### src/rtl/calcutec_alu_pkg.sv
`default_nettype none
// ----------------------------------------------------------------------------
// calcutec_alu_pkg: opcodes, error result and sequencer FSM encoding.
// Optional divide (ALU_DIV_EN) widens the legal opcode range and adds ST_DIV.
// Revision: 1.0
// ----------------------------------------------------------------------------
package calcutec_alu_pkg;

  localparam logic [3:0] OP_ADD = 4'd0;
  localparam logic [3:0] OP_SUB = 4'd1;
  localparam logic [3:0] OP_MUL = 4'd2;
  localparam logic [3:0] OP_OR  = 4'd3;
  localparam logic [3:0] OP_LSL = 4'd4;
  localparam logic [3:0] OP_LSR = 4'd5;
  localparam logic [3:0] OP_DIV = 4'd6;

`ifdef ALU_DIV_EN
  localparam logic [3:0] OP_LAST_LEGAL = OP_DIV;
`else
  localparam logic [3:0] OP_LAST_LEGAL = OP_LSR;
`endif

  localparam logic [31:0] ERR_RESULT = 32'hFFFF_FFFF;

`ifdef ALU_DIV_EN
  typedef enum logic [1:0] {
    ST_IDLE  = 2'd0,
    ST_DRIVE = 2'd1,
    ST_RESP  = 2'd2,
    ST_DIV   = 2'd3
  } seq_state_t;
`else
  typedef enum logic [1:0] {
    ST_IDLE  = 2'd0,
    ST_DRIVE = 2'd1,
    ST_RESP  = 2'd2
  } seq_state_t;
`endif

endpackage
`default_nettype wire

### src/rtl/alu_divider.sv
`default_nettype none
// ----------------------------------------------------------------------------
// alu_divider: unsigned restoring divider, one quotient bit per cycle.
// Present only when ALU_DIV_EN is defined. Revision: 1.0
// ----------------------------------------------------------------------------
`ifdef ALU_DIV_EN
module alu_divider #(
  parameter int WIDTH = 32
) (
  input  logic             clk,
  input  logic             rst_n,
  input  logic             i_start,
  input  logic [WIDTH-1:0] i_dividend,
  input  logic [WIDTH-1:0] i_divisor,
  output logic             o_busy,
  output logic             o_done,
  output logic [WIDTH-1:0] o_quotient
);

  localparam int CW = $clog2(WIDTH + 1);

  logic [WIDTH-1:0] r_rem;
  logic [WIDTH-1:0] r_quo;
  logic [WIDTH-1:0] r_dvs;
  logic [CW-1:0]    r_cnt;
  logic             r_busy;
  logic [WIDTH:0]   w_shift;
  logic [WIDTH:0]   w_diff;
  logic             w_fit;

  assign w_shift    = {r_rem, r_quo[WIDTH-1]};
  assign w_diff     = w_shift - {1'b0, r_dvs};
  assign w_fit      = ~w_diff[WIDTH];
  assign o_busy     = r_busy;
  // o_done marks the cycle whose step yields the final quotient bit
  assign o_done     = r_busy && (r_cnt == CW'(1));
  assign o_quotient = {r_quo[WIDTH-2:0], w_fit};

  always_ff @(posedge clk or negedge rst_n) begin
    if (!rst_n) begin
      r_rem  <= '0;
      r_quo  <= '0;
      r_dvs  <= '0;
      r_cnt  <= '0;
      r_busy <= 1'b0;
    end else if (i_start) begin
      r_rem  <= '0;
      r_quo  <= i_dividend;
      r_dvs  <= i_divisor;
      r_cnt  <= CW'(WIDTH);
      r_busy <= 1'b1;
    end else if (r_busy) begin
      r_rem  <= w_fit ? w_diff[WIDTH-1:0] : w_shift[WIDTH-1:0];
      r_quo  <= o_quotient;
      r_cnt  <= r_cnt - CW'(1);
      if (r_cnt == CW'(1)) r_busy <= 1'b0;
    end
  end

endmodule
`endif
`default_nettype wire

### src/rtl/alu_cmd_sequencer.sv
`default_nettype none
// ----------------------------------------------------------------------------
// alu_cmd_sequencer: drives the calculator ALU for one command at a time and
// buffers the response; ALU_DIV_EN adds an internal divider. Revision: 1.0
// ----------------------------------------------------------------------------
module alu_cmd_sequencer
  import calcutec_alu_pkg::*;
#(
  parameter int SETTLE_CYCLES = 1,
  parameter int WIDTH         = 32
) (
  input  logic             clk,
  input  logic             rst_n,
  input  logic             i_cmd_valid,
  output logic             o_cmd_ready,
  input  logic [3:0]       i_cmd_op,
  input  logic [WIDTH-1:0] i_cmd_a,
  input  logic [WIDTH-1:0] i_cmd_b,
  input  logic             i_cmd_use_acc,
  output logic [WIDTH-1:0] o_alu_dat1,
  output logic [WIDTH-1:0] o_alu_dat2,
  output logic [3:0]       o_alu_control,
  input  logic [WIDTH-1:0] i_alu_result,
  output logic             o_rsp_valid,
  input  logic             i_rsp_ready,
  output logic [WIDTH-1:0] o_rsp_result,
  output logic             o_rsp_z,
  output logic             o_rsp_n,
  output logic             o_rsp_err,
  output logic [WIDTH-1:0] o_acc
);

  localparam logic [WIDTH-1:0] c_err = WIDTH'(ERR_RESULT);

  seq_state_t       r_state;
  seq_state_t       w_next;
  logic [3:0]       r_cnt;
  logic [WIDTH-1:0] r_dat1;
  logic [WIDTH-1:0] r_dat2;
  logic [3:0]       r_ctl;
  logic [WIDTH-1:0] r_rsp_result;
  logic             r_rsp_z;
  logic             r_rsp_n;
  logic             r_rsp_err;
  logic [WIDTH-1:0] r_acc;

  logic             w_accept;
  logic             w_legal;
  logic             w_reject;
  logic             w_to_alu;
  logic [WIDTH-1:0] w_opa;
  logic             w_cap_en;
  logic [WIDTH-1:0] w_cap_val;

  assign w_accept = (r_state == ST_IDLE) && i_cmd_valid;
  assign w_opa    = i_cmd_use_acc ? r_acc : i_cmd_a;
  assign w_legal  = (i_cmd_op <= OP_LAST_LEGAL);

`ifdef ALU_DIV_EN
  logic             w_is_div;
  logic             w_div_start;
  logic             w_div_busy;
  logic             w_div_done;
  logic             w_div_fin;
  logic [WIDTH-1:0] w_div_quot;

  assign w_is_div    = (i_cmd_op == OP_DIV);
  // A zero divisor is answered as an error and never starts the divider
  assign w_reject    = !w_legal || (w_is_div && (i_cmd_b == '0));
  assign w_to_alu    = w_legal && !w_is_div;
  assign w_div_start = w_accept && w_is_div && (i_cmd_b != '0);
  assign w_div_fin   = w_div_busy && w_div_done && (r_state == ST_DIV);

  alu_divider #(.WIDTH(WIDTH)) u_divider (
    .clk        (clk),
    .rst_n      (rst_n),
    .i_start    (w_div_start),
    .i_dividend (w_opa),
    .i_divisor  (i_cmd_b),
    .o_busy     (w_div_busy),
    .o_done     (w_div_done),
    .o_quotient (w_div_quot)
  );

  assign w_cap_en  = ((r_state == ST_DRIVE) && (r_cnt == 4'd1)) || w_div_fin;
  assign w_cap_val = w_div_fin ? w_div_quot : i_alu_result;
`else
  assign w_reject  = !w_legal;
  assign w_to_alu  = w_legal;
  assign w_cap_en  = (r_state == ST_DRIVE) && (r_cnt == 4'd1);
  assign w_cap_val = i_alu_result;
`endif

  always_ff @(posedge clk or negedge rst_n) begin
    if (!rst_n) r_state <= ST_IDLE;
    else        r_state <= w_next;
  end

  always_comb begin
    w_next      = r_state;
    o_cmd_ready = 1'b0;
    o_rsp_valid = 1'b0;
    case (r_state)
      ST_IDLE: begin
        o_cmd_ready = 1'b1;
        if (i_cmd_valid) begin
          if (w_reject)      w_next = ST_RESP;
          else if (w_to_alu) w_next = ST_DRIVE;
`ifdef ALU_DIV_EN
          else               w_next = ST_DIV;
`endif
        end
      end
      ST_DRIVE: if (r_cnt == 4'd1) w_next = ST_RESP;
`ifdef ALU_DIV_EN
      ST_DIV:   if (w_div_fin) w_next = ST_RESP;
`endif
      ST_RESP: begin
        o_rsp_valid = 1'b1;
        if (i_rsp_ready) w_next = ST_IDLE;
      end
      default: w_next = ST_IDLE;
    endcase
  end

  // ALU drive registers only move on a legal ALU command, so control never glitches
  always_ff @(posedge clk or negedge rst_n) begin
    if (!rst_n) begin
      r_cnt        <= '0;
      r_dat1       <= '0;
      r_dat2       <= '0;
      r_ctl        <= '0;
      r_rsp_result <= '0;
      r_rsp_z      <= 1'b0;
      r_rsp_n      <= 1'b0;
      r_rsp_err    <= 1'b0;
      r_acc        <= '0;
    end else begin
      if (w_accept) begin
        if (w_reject) begin
          r_rsp_result <= c_err;
          r_rsp_err    <= 1'b1;
          r_rsp_z      <= 1'b0;
          r_rsp_n      <= 1'b1;
        end else if (w_to_alu) begin
          r_dat1 <= w_opa;
          r_dat2 <= i_cmd_b;
          r_ctl  <= i_cmd_op;
          r_cnt  <= 4'(SETTLE_CYCLES);
        end
      end
      if (r_state == ST_DRIVE) r_cnt <= r_cnt - 4'd1;
      if (w_cap_en) begin
        r_rsp_result <= w_cap_val;
        r_rsp_z      <= (w_cap_val == '0);
        r_rsp_n      <= w_cap_val[WIDTH-1];
        r_rsp_err    <= 1'b0;
        r_acc        <= w_cap_val;
      end
    end
  end

  assign o_alu_dat1    = r_dat1;
  assign o_alu_dat2    = r_dat2;
  assign o_alu_control = r_ctl;
  assign o_rsp_result  = r_rsp_result;
  assign o_rsp_z       = r_rsp_z;
  assign o_rsp_n       = r_rsp_n;
  assign o_rsp_err     = r_rsp_err;
  assign o_acc         = r_acc;

endmodule
`default_nettype wire

### config.mk
export PLATFORM = sky130hd
export DESIGN_NAME = alu_cmd_sequencer
export DESIGN_NICKNAME = d
export VERILOG_FILES = /design/src/rtl/calcutec_alu_pkg.sv /design/src/rtl/alu_divider.sv /design/src/rtl/alu_cmd_sequencer.sv
export SDC_FILE = /design/constraint.sdc
export NUM_CORES = 1
export LEC_CHECK = 0
export BUFFER_PORTS_ARGS = -buffer_cell sky130_fd_sc_hd__buf_4
export CAP_MARGIN = 40
export CORE_AREA = 2 2 101 152
export DETAILED_ROUTE_END_ITERATION = 6
export DIE_AREA = 0 0 103 154
export GPL_TIMING_DRIVEN = 1
export PLACE_DENSITY = 0.71
export SYNTH_ARGS = -nofsm -noshare
export SYNTH_HDL_FRONTEND = slang
export SYNTH_SLANG_ARGS = --single-unit
### constraint.sdc
create_clock -name clk -period 1.95 [get_ports clk]
set_input_delay 0.4875 -clock clk [delete_from_list [all_inputs] [get_ports clk]]
set_output_delay 0.4875 -clock clk [all_outputs]
set_load 0.03 [all_outputs]
==> results.txt, run 1 <==
----------------------------------------------------
[Synth]
  YS warnings ... 0
  Area share of and/or/nand/nor cells after synthesis ... 2.96%
  Mean area per synthesized cell ... 15.6 sq um
  FF+latch count, synth ... 140
  Distinct cell type count of the synthesized netlist ... 33
  Top area cells in the synthesized netlist ... dfrtp_1, mux2_2, o22a_1, mux2_4, buf_2
  Biggest area consumer among synthesized cells ... dfrtp_1
  Syn_nets ... 476
  Adder and majority cell fraction of the synthesized area ... 0.435%
  XOR/XNOR Fraction of Synth Area ... 0.152%
  Compound-gate portion of the synthesized area ... 6.65%
  Share of the synthesized area in the top cell type ... 60.9%
  Netlist area before placement ... 5760 sq um
  Combinational family with the most area after synthesis ... multiplexers
  Part of the Yosys area used for sequential elements ... 60.9%
  Cells after Synth ... 369
  Multiplexer fraction of the synthesized cell area ... 26.2%

[Worst setup path]
  R2R Setup Slk ... 0.22 ns
  Kind of critical path ... flop to primary output
  Source of the worst register-to-register timing path ... r_cnt[1]
  Crit path capture type ... primary output
  Data arrival at the endpoint of the critical path ... 1.31 ns
  Endpoint of the most critical register-to-register path ... o_acc[21]
  Maximum net fanout on the critical path ... 6
  Crit path launch type ... flop
  R2r worst-path depth ... 6
  Required time at the endpoint of the critical path ... 1.46 ns

[Finish]
  Commonest non-fill, non-tap cell in the layout ... buf_4
  Fraction of layout instances using a drive strength above 1 ... 66.6%
  Diodes inserted ... 0
  Final instance area ... 8490 sq um
  Commonest cells after routing, fill and taps aside ... buf_4, dfrtp_1, mux2_2, o22a_1, clkbuf_16
  Nets ... 728
  Synthesis-to-layout area growth ... 47.6%
  Fill count ... 1,237

[Timing]
  Worst Setup Slack, final ... 0.151 ns
  Number of hold-slack violations in the final timing report ... 0
  Timing-limited maximum frequency ... 556 MHz
  TNS Setup ... 0 ns
  Slew margin rel. ... 67.5%
  Final worst-path cycle share ... 92.3%
  Final setup violating endpoints ... 0
  Post-layout min period ... 1.80 ns
  Transition time at the pin with the least slew margin ... 0.483 ns
  Final Max Slew Viols ... 0
  Setup repair after global routing missed its margin ... no
  Worst clock skew ... 0.00633 ns

[Clock tree]
  CTS tree ... yes
  Worst-case clock buffer depth ... 2
  Reg clk slew, reported paths ... 0.06 ns
  CTS-repair resized insts ... 0
  Maximum level of the CTS H-tree ... 4
  Buffers inserted by post-CTS timing repair ... 0
  Clock Sinks ... 140
  Number of buffers inserted during clock tree synthesis ... 17
  Root buffer cell ... clkbuf_16
  Clock latency of the later-clocked register in the worst-skew pair ... 0.41 ns
  Number of buffers added to fix hold violations after cts ... 1

[Detailed routing]
  DRC violations left ... 0
  Wirelength per Cell ... 18.0 um
  Detailed router's first-iteration violation count ... 98
  Count of vias placed by the detailed router ... 4,087
  Via density per instance ... 4.92
  Number of optimization iterations in the first detailed-route pass ... 4
  Antenna viol nets, final ... 0
  Total Wirelength ... 14,900 um

[Power]
  VDD IR max ... 1080 uV
  Post-route total power ... 16.8 mW
  Leakage ... 3.86 nW
  Power per standard cell area ... 1980 nW/um^2

[Floorplan]
  Number of primary I/O pins ... 242
  Die area ... 15,900 sq um
  CORE AREA ... 14,500 sq um
  Cell Rows ... 54
  Starting Density ... 39.8%
  Die width ... 103 um
  Die extent in y ... 154 um

[Worst hold path]
  Hold EP ... o_alu_dat2[15]
  Cells on Worst Hold Path ... 2
  Type of the most critical hold path ... input port to flop
  Hold Startpoint ... i_cmd_b[15]

[Status]
  Result of the run ... finished, final reports clean

[Place]
  Placed wire-length estimate after detailed placement ... 11,200 um
  Worst slack at placement ... 0.225 ns
  Number of buffers added on ports ... 241
  Post-Place Cell Area ... 7860 sq um
  Global placement routability congestion ... 0.769

[GRT]
  Initial antenna violation count ... 0
  Vias in the first global route ... 4,429
  Gr usage total ... 19.1%
  Wire length of the first global-routing pass ... 23,100 um
  Largest net degree at the start of global routing ... 55
  Overflow left after global routing ... 0

[Flow run]
  Max capacitance violation total ... 0

----------------------------------------------------
## cells in the mapped netlist, drive strengths merged
master,instances
buf,21
nor3b,1
mux2,131
inv,4
xnor2,1
nand2b,1
o22a,32
o21a,1
and2b,1
a21o,2
and2,2
mux2i,1
o2bb2ai,1
nor4,9
nor2b,1
o32ai,1
nand4,2
nand3b,1
nand2,1
or3b,1
clkbuf,1
dfrtp,140
nand3,1
ha,2
o211ai,1
a21oi,2
o21ai,3
nor2,4
## worst max-delay path, cell delays in order, from the launching register on
cell     delay [ns]
dfrtp_1        0.43
nor2_1         0.25
buf_4          0.22
## registers in the layout, indices dropped and copies added (netlist names)
signal / cells
o_alu_dat2: 32
o_rsp_z: 1
o_alu_control: 4
o_rsp_err: 1
r_cnt: 4
o_acc: 32
o_rsp_result: 32
r_state: 2
o_alu_dat1: 32
## worst max path at each step
stage / startpoint / to / slack [ns] / depth (start not counted)
6_report: r_state[0] / o_cmd_ready / 0.15 / 2
5_1_grt: r_state[0] / o_cmd_ready / 0.10 / 2
4_1_cts: r_state[0] / o_cmd_ready / 0.12 / 2
3_5_place_dp: i_cmd_valid / o_rsp_result[24] / 0.22 / 5
3_3_place_gp: i_cmd_valid / o_rsp_z / 0.26 / 5
2_1_floorplan: r_state[0] / o_alu_dat2[15] / 0.19 / 4
## metal layers
metal,wire length [um],global-route usage (%),share of wire [%],vias up
met5,0,0,0,-
met4,270,7.08,1.8,0
met3,809,4.77,5.4,19
met2,8470,35.4,57,137
met1,5380,20.3,36,2075
li1,-,-,-,1856
## cell families (layout without fill, tap and decap cells)
kind of cell    count (synthesis)  count (layout)
buf+inv                        26             291
simple gates                   25              25
mux                           132             132
fa+ha+maj                       2               2
compound gates                 43              43
xor+xnor                        1               1
flops                         140             140
## power breakdown
part	leakage (nW)	switching, mW	internal, mW
clock	0.285	1.25	2.09
combinational	1.99	4.58	3.53
sequential	1.58	0.988	4.38
total	3.86	6.82	10.0
## through the flow
stage | hold WS, ns | util (%) | cells
floorplan | 0.192 | - | 369
global placement | 0.404 | 54.4 | 797
global route | 0.287 | 58.7 | 830
detailed placement | 0.404 | 54.4 | 797
finish | 0.298 | 58.7 | 830
CTS | 0.285 | 58.7 | 830
## area by class of cell
cell class | instances | area, sq um | area share, %
Clock inverter | 12 | 163 | 1.92
Tap cell | 196 | 245 | 2.89
Multi-Input combinational cell | 203 | 2100 | 24.7
Sequential cell | 140 | 3500 | 41.2
Timing Repair Buffer | 255 | 2010 | 23.6
Inverter | 4 | 15.0 | 0.177
Clock buffer | 20 | 457 | 5.38
(Power assumes the default switching activity.)
==> run 2: changes to the inputs <==
- RECOVER_POWER: unset -> 50
- REMOVE_ABC_BUFFERS: unset -> 1
==> run 2 against run 1 <==
Non-clock buffer count increased by 1. Design area is 2.7% lower. Die area is the same. Worst hold slack got worse by 0.0075 ns. Combinational power down 6.8%. Sequential share of layout area increased by 1.2 points. Via count is 0.29% lower. Core utilization decreased by 1.6 points. Sequential power down 1%. Critical path type unchanged.
==> results.txt, run 2 (synthesis results as in run 1) <==
----------------------------------------------------
[Timing]
  Final setup violating endpoints ... 0 (unchanged)
  Transition time at the pin with the least slew margin ... 1.23 ns (+0.746 ns)
  TNS Setup ... 0 ns (unchanged)
  Worst clock skew ... 0.00877 ns (+0.00244 ns)
  Slew margin rel. ... 18.1% (-49 points)
  Setup repair after global routing missed its margin ... no
  Final Max Slew Viols ... 0 (unchanged)
  Timing-limited maximum frequency ... 536 MHz (-3.6%)
  Number of hold-slack violations in the final timing report ... 0 (unchanged)
  Final worst-path cycle share ... 95.7% (+3.4 points)
  Post-layout min period ... 1.87 ns (+0.0665 ns)

[Floorplan]
  Die extent in y ... 154 um (unchanged)
  Die width ... 103 um (unchanged)
  Die area ... 15,900 sq um (unchanged)
  Number of primary I/O pins ... 242 (unchanged)
  CORE AREA ... 14,500 sq um (unchanged)
  Starting Density ... 39.8% (unchanged)
  Cell Rows ... 54 (unchanged)

[Place]
  Post-Place Cells ... 799 (+0.25%)
  Post-Place Cell Area ... 7850 sq um (-0.13%)
  Number of buffers added on ports ... 241 (unchanged)
  Global placement routability congestion ... 0.757 (-1.5%)
  Placed wire-length estimate after detailed placement ... 11,100 um (-0.36%)

[Status]
  Result of the run ... finished, final reports clean

[GRT]
  Largest net degree at the start of global routing ... 48 (-13%)
  Gr usage total ... 18.8% (-0.31 points)
  Wire length of the first global-routing pass ... 22,700 um (-1.8%)
  Overflow left after global routing ... 0 (unchanged)
  Initial antenna violation count ... 0 (unchanged)
  Vias in the first global route ... 4,442 (+0.29%)

[Detailed routing]
  Detailed router's first-iteration violation count ... 66 (-33%)
  Wirelength per Cell ... 17.8 um (-0.83%)
  Count of vias placed by the detailed router ... 4,075 (-0.29%)
  Via density per instance ... 4.91 (-0.29%)
  Total Wirelength ... 14,800 um (-0.83%)
  Number of optimization iterations in the first detailed-route pass ... 4 (unchanged)
  Antenna viol nets, final ... 0 (unchanged)
  DRC violations left ... 0 (unchanged)

[Power]
  VDD IR max ... 956 uV (-12%)
  Power per standard cell area ... 2020 nW/um^2 (+1.9%)
  Leakage ... 3.66 nW (-5.2%)
  Post-route total power ... 16.7 mW (-0.90%)

[Clock tree]
  CTS tree ... yes
  Number of buffers inserted during clock tree synthesis ... 17 (unchanged)
  Buffers inserted by post-CTS timing repair ... 0 (unchanged)
  Clock Sinks ... 140 (unchanged)
  Reg clk slew, reported paths ... 0.06 ns (about the same)
  Worst-case clock buffer depth ... 2 (unchanged)
  Maximum level of the CTS H-tree ... 4 (unchanged)
  Clock latency of the later-clocked register in the worst-skew pair ... 0.42 ns (about the same)
  CTS-repair resized insts ... 0 (unchanged)
  Number of buffers added to fix hold violations after cts ... 0 (-1)
  Root buffer cell ... clkbuf_16

[Finish]
  Synthesis-to-layout area growth ... 43.5%
  Final Instance Count excl. Fillers ... 830 (unchanged)
  Diodes inserted ... 0 (unchanged)
  Nets ... 729 (+0.14%)
  Commonest non-fill, non-tap cell in the layout ... buf_4
  Fraction of layout instances using a drive strength above 1 ... 56.2% (-10 points)
  Final instance area ... 8260 sq um (-2.7%)
  Fill count ... 1,256 (+1.5%)
  Post-layout utilization of the core ... 57.1% (-1.6 points)
  Commonest cells after routing, fill and taps aside ... buf_4, dfrtp_1, mux2_2, clkbuf_1, o22a_1

[Worst setup path]
  R2R Setup Slk ... 0.20 ns (-0.02 ns)
  Maximum net fanout on the critical path ... 6 (unchanged)
  Source of the worst register-to-register timing path ... r_state[0]
  R2r worst-path depth ... 4 (-2)
  Kind of critical path ... flop to primary output
  Required time at the endpoint of the critical path ... 1.46 ns (about the same)
  Crit path capture type ... primary output
  Endpoint of the most critical register-to-register path ... o_rsp_result[14]
  Crit path launch type ... flop
  Data arrival at the endpoint of the critical path ... 1.38 ns (+0.07 ns)

[Worst hold path]
  Hold Startpoint ... i_cmd_b[15]
  Hold EP ... o_alu_dat2[15]
  Type of the most critical hold path ... input port to flop
  Cells on Worst Hold Path ... 2 (unchanged)

[Flow run]
  Max capacitance violation total ... 0 (unchanged)

----------------------------------------------------
run 2: changes by cell type in the layout (fill, tap and decap cells not counted), moves of 3 or more:
cell	change
bufinv_16	+4
clkinvlp_4	-4
clkbuf_1	+65
clkbuf_2	+3
buf_4	-63
buf_12	-3
run 2: how the worst max path moves through the flow:
stage	from	end	slack (ns)	cells after the start
after global routing	rst_n	o_alu_dat1[16]	0.03	2
after detailed placement	i_alu_result[7]	o_rsp_z	0.19	5
after CTS	r_state[0]	o_cmd_ready	0.08	2
after floorplan	r_state[0]	o_alu_dat2[15]	-0.82	3
after global placement	i_alu_result[7]	o_rsp_z	0.18	5
final	r_state[0]	o_cmd_ready	0.08	2
run 2: layer usage:
metal / vias up / wire [um] / global-route usage [%]
met5: - / 0 / 0
met4: 0 / 301 / 6.70
met3: 20 / 1070 / 6.18
met2: 162 / 8170 / 34.5
met1: 2032 / 5260 / 19.5
li1: 1861 / - / -
run 2: worst max-delay path: stages, from the launching register on:
cell and delay, ns:
dfrtp_1 0.43, nor2_1 0.31, buf_4 0.23
run 2: stage by stage:
stage	hold WS, ns	worst slack [ns]
after global placement	0.456	0.181
after detailed placement	0.467	0.189
after CTS	0.0207	0.0758
after floorplan	0.192	-0.824
after global routing	0.278	0.0302
final	0.291	0.0846
run 2: layout make-up:
type                       count  area [sq um]  area share, %
inverter                       4          15.0          0.182
tap                          196           245           2.97
clock buffer                  18           439           5.32
clock inverter                13           262           3.17
multi-input combinational    203          2080           25.2
sequential                   140          3500           42.4
timing repair buffer         256          1720           20.8
run 2: where the power goes:
part           switching [mW]  internal, mW  leakage, nW
Sequential              0.918          4.37         1.58
Clock                    1.25          2.57        0.338
Combinational            4.61          2.95         1.74
Total                    6.77          9.90         3.66
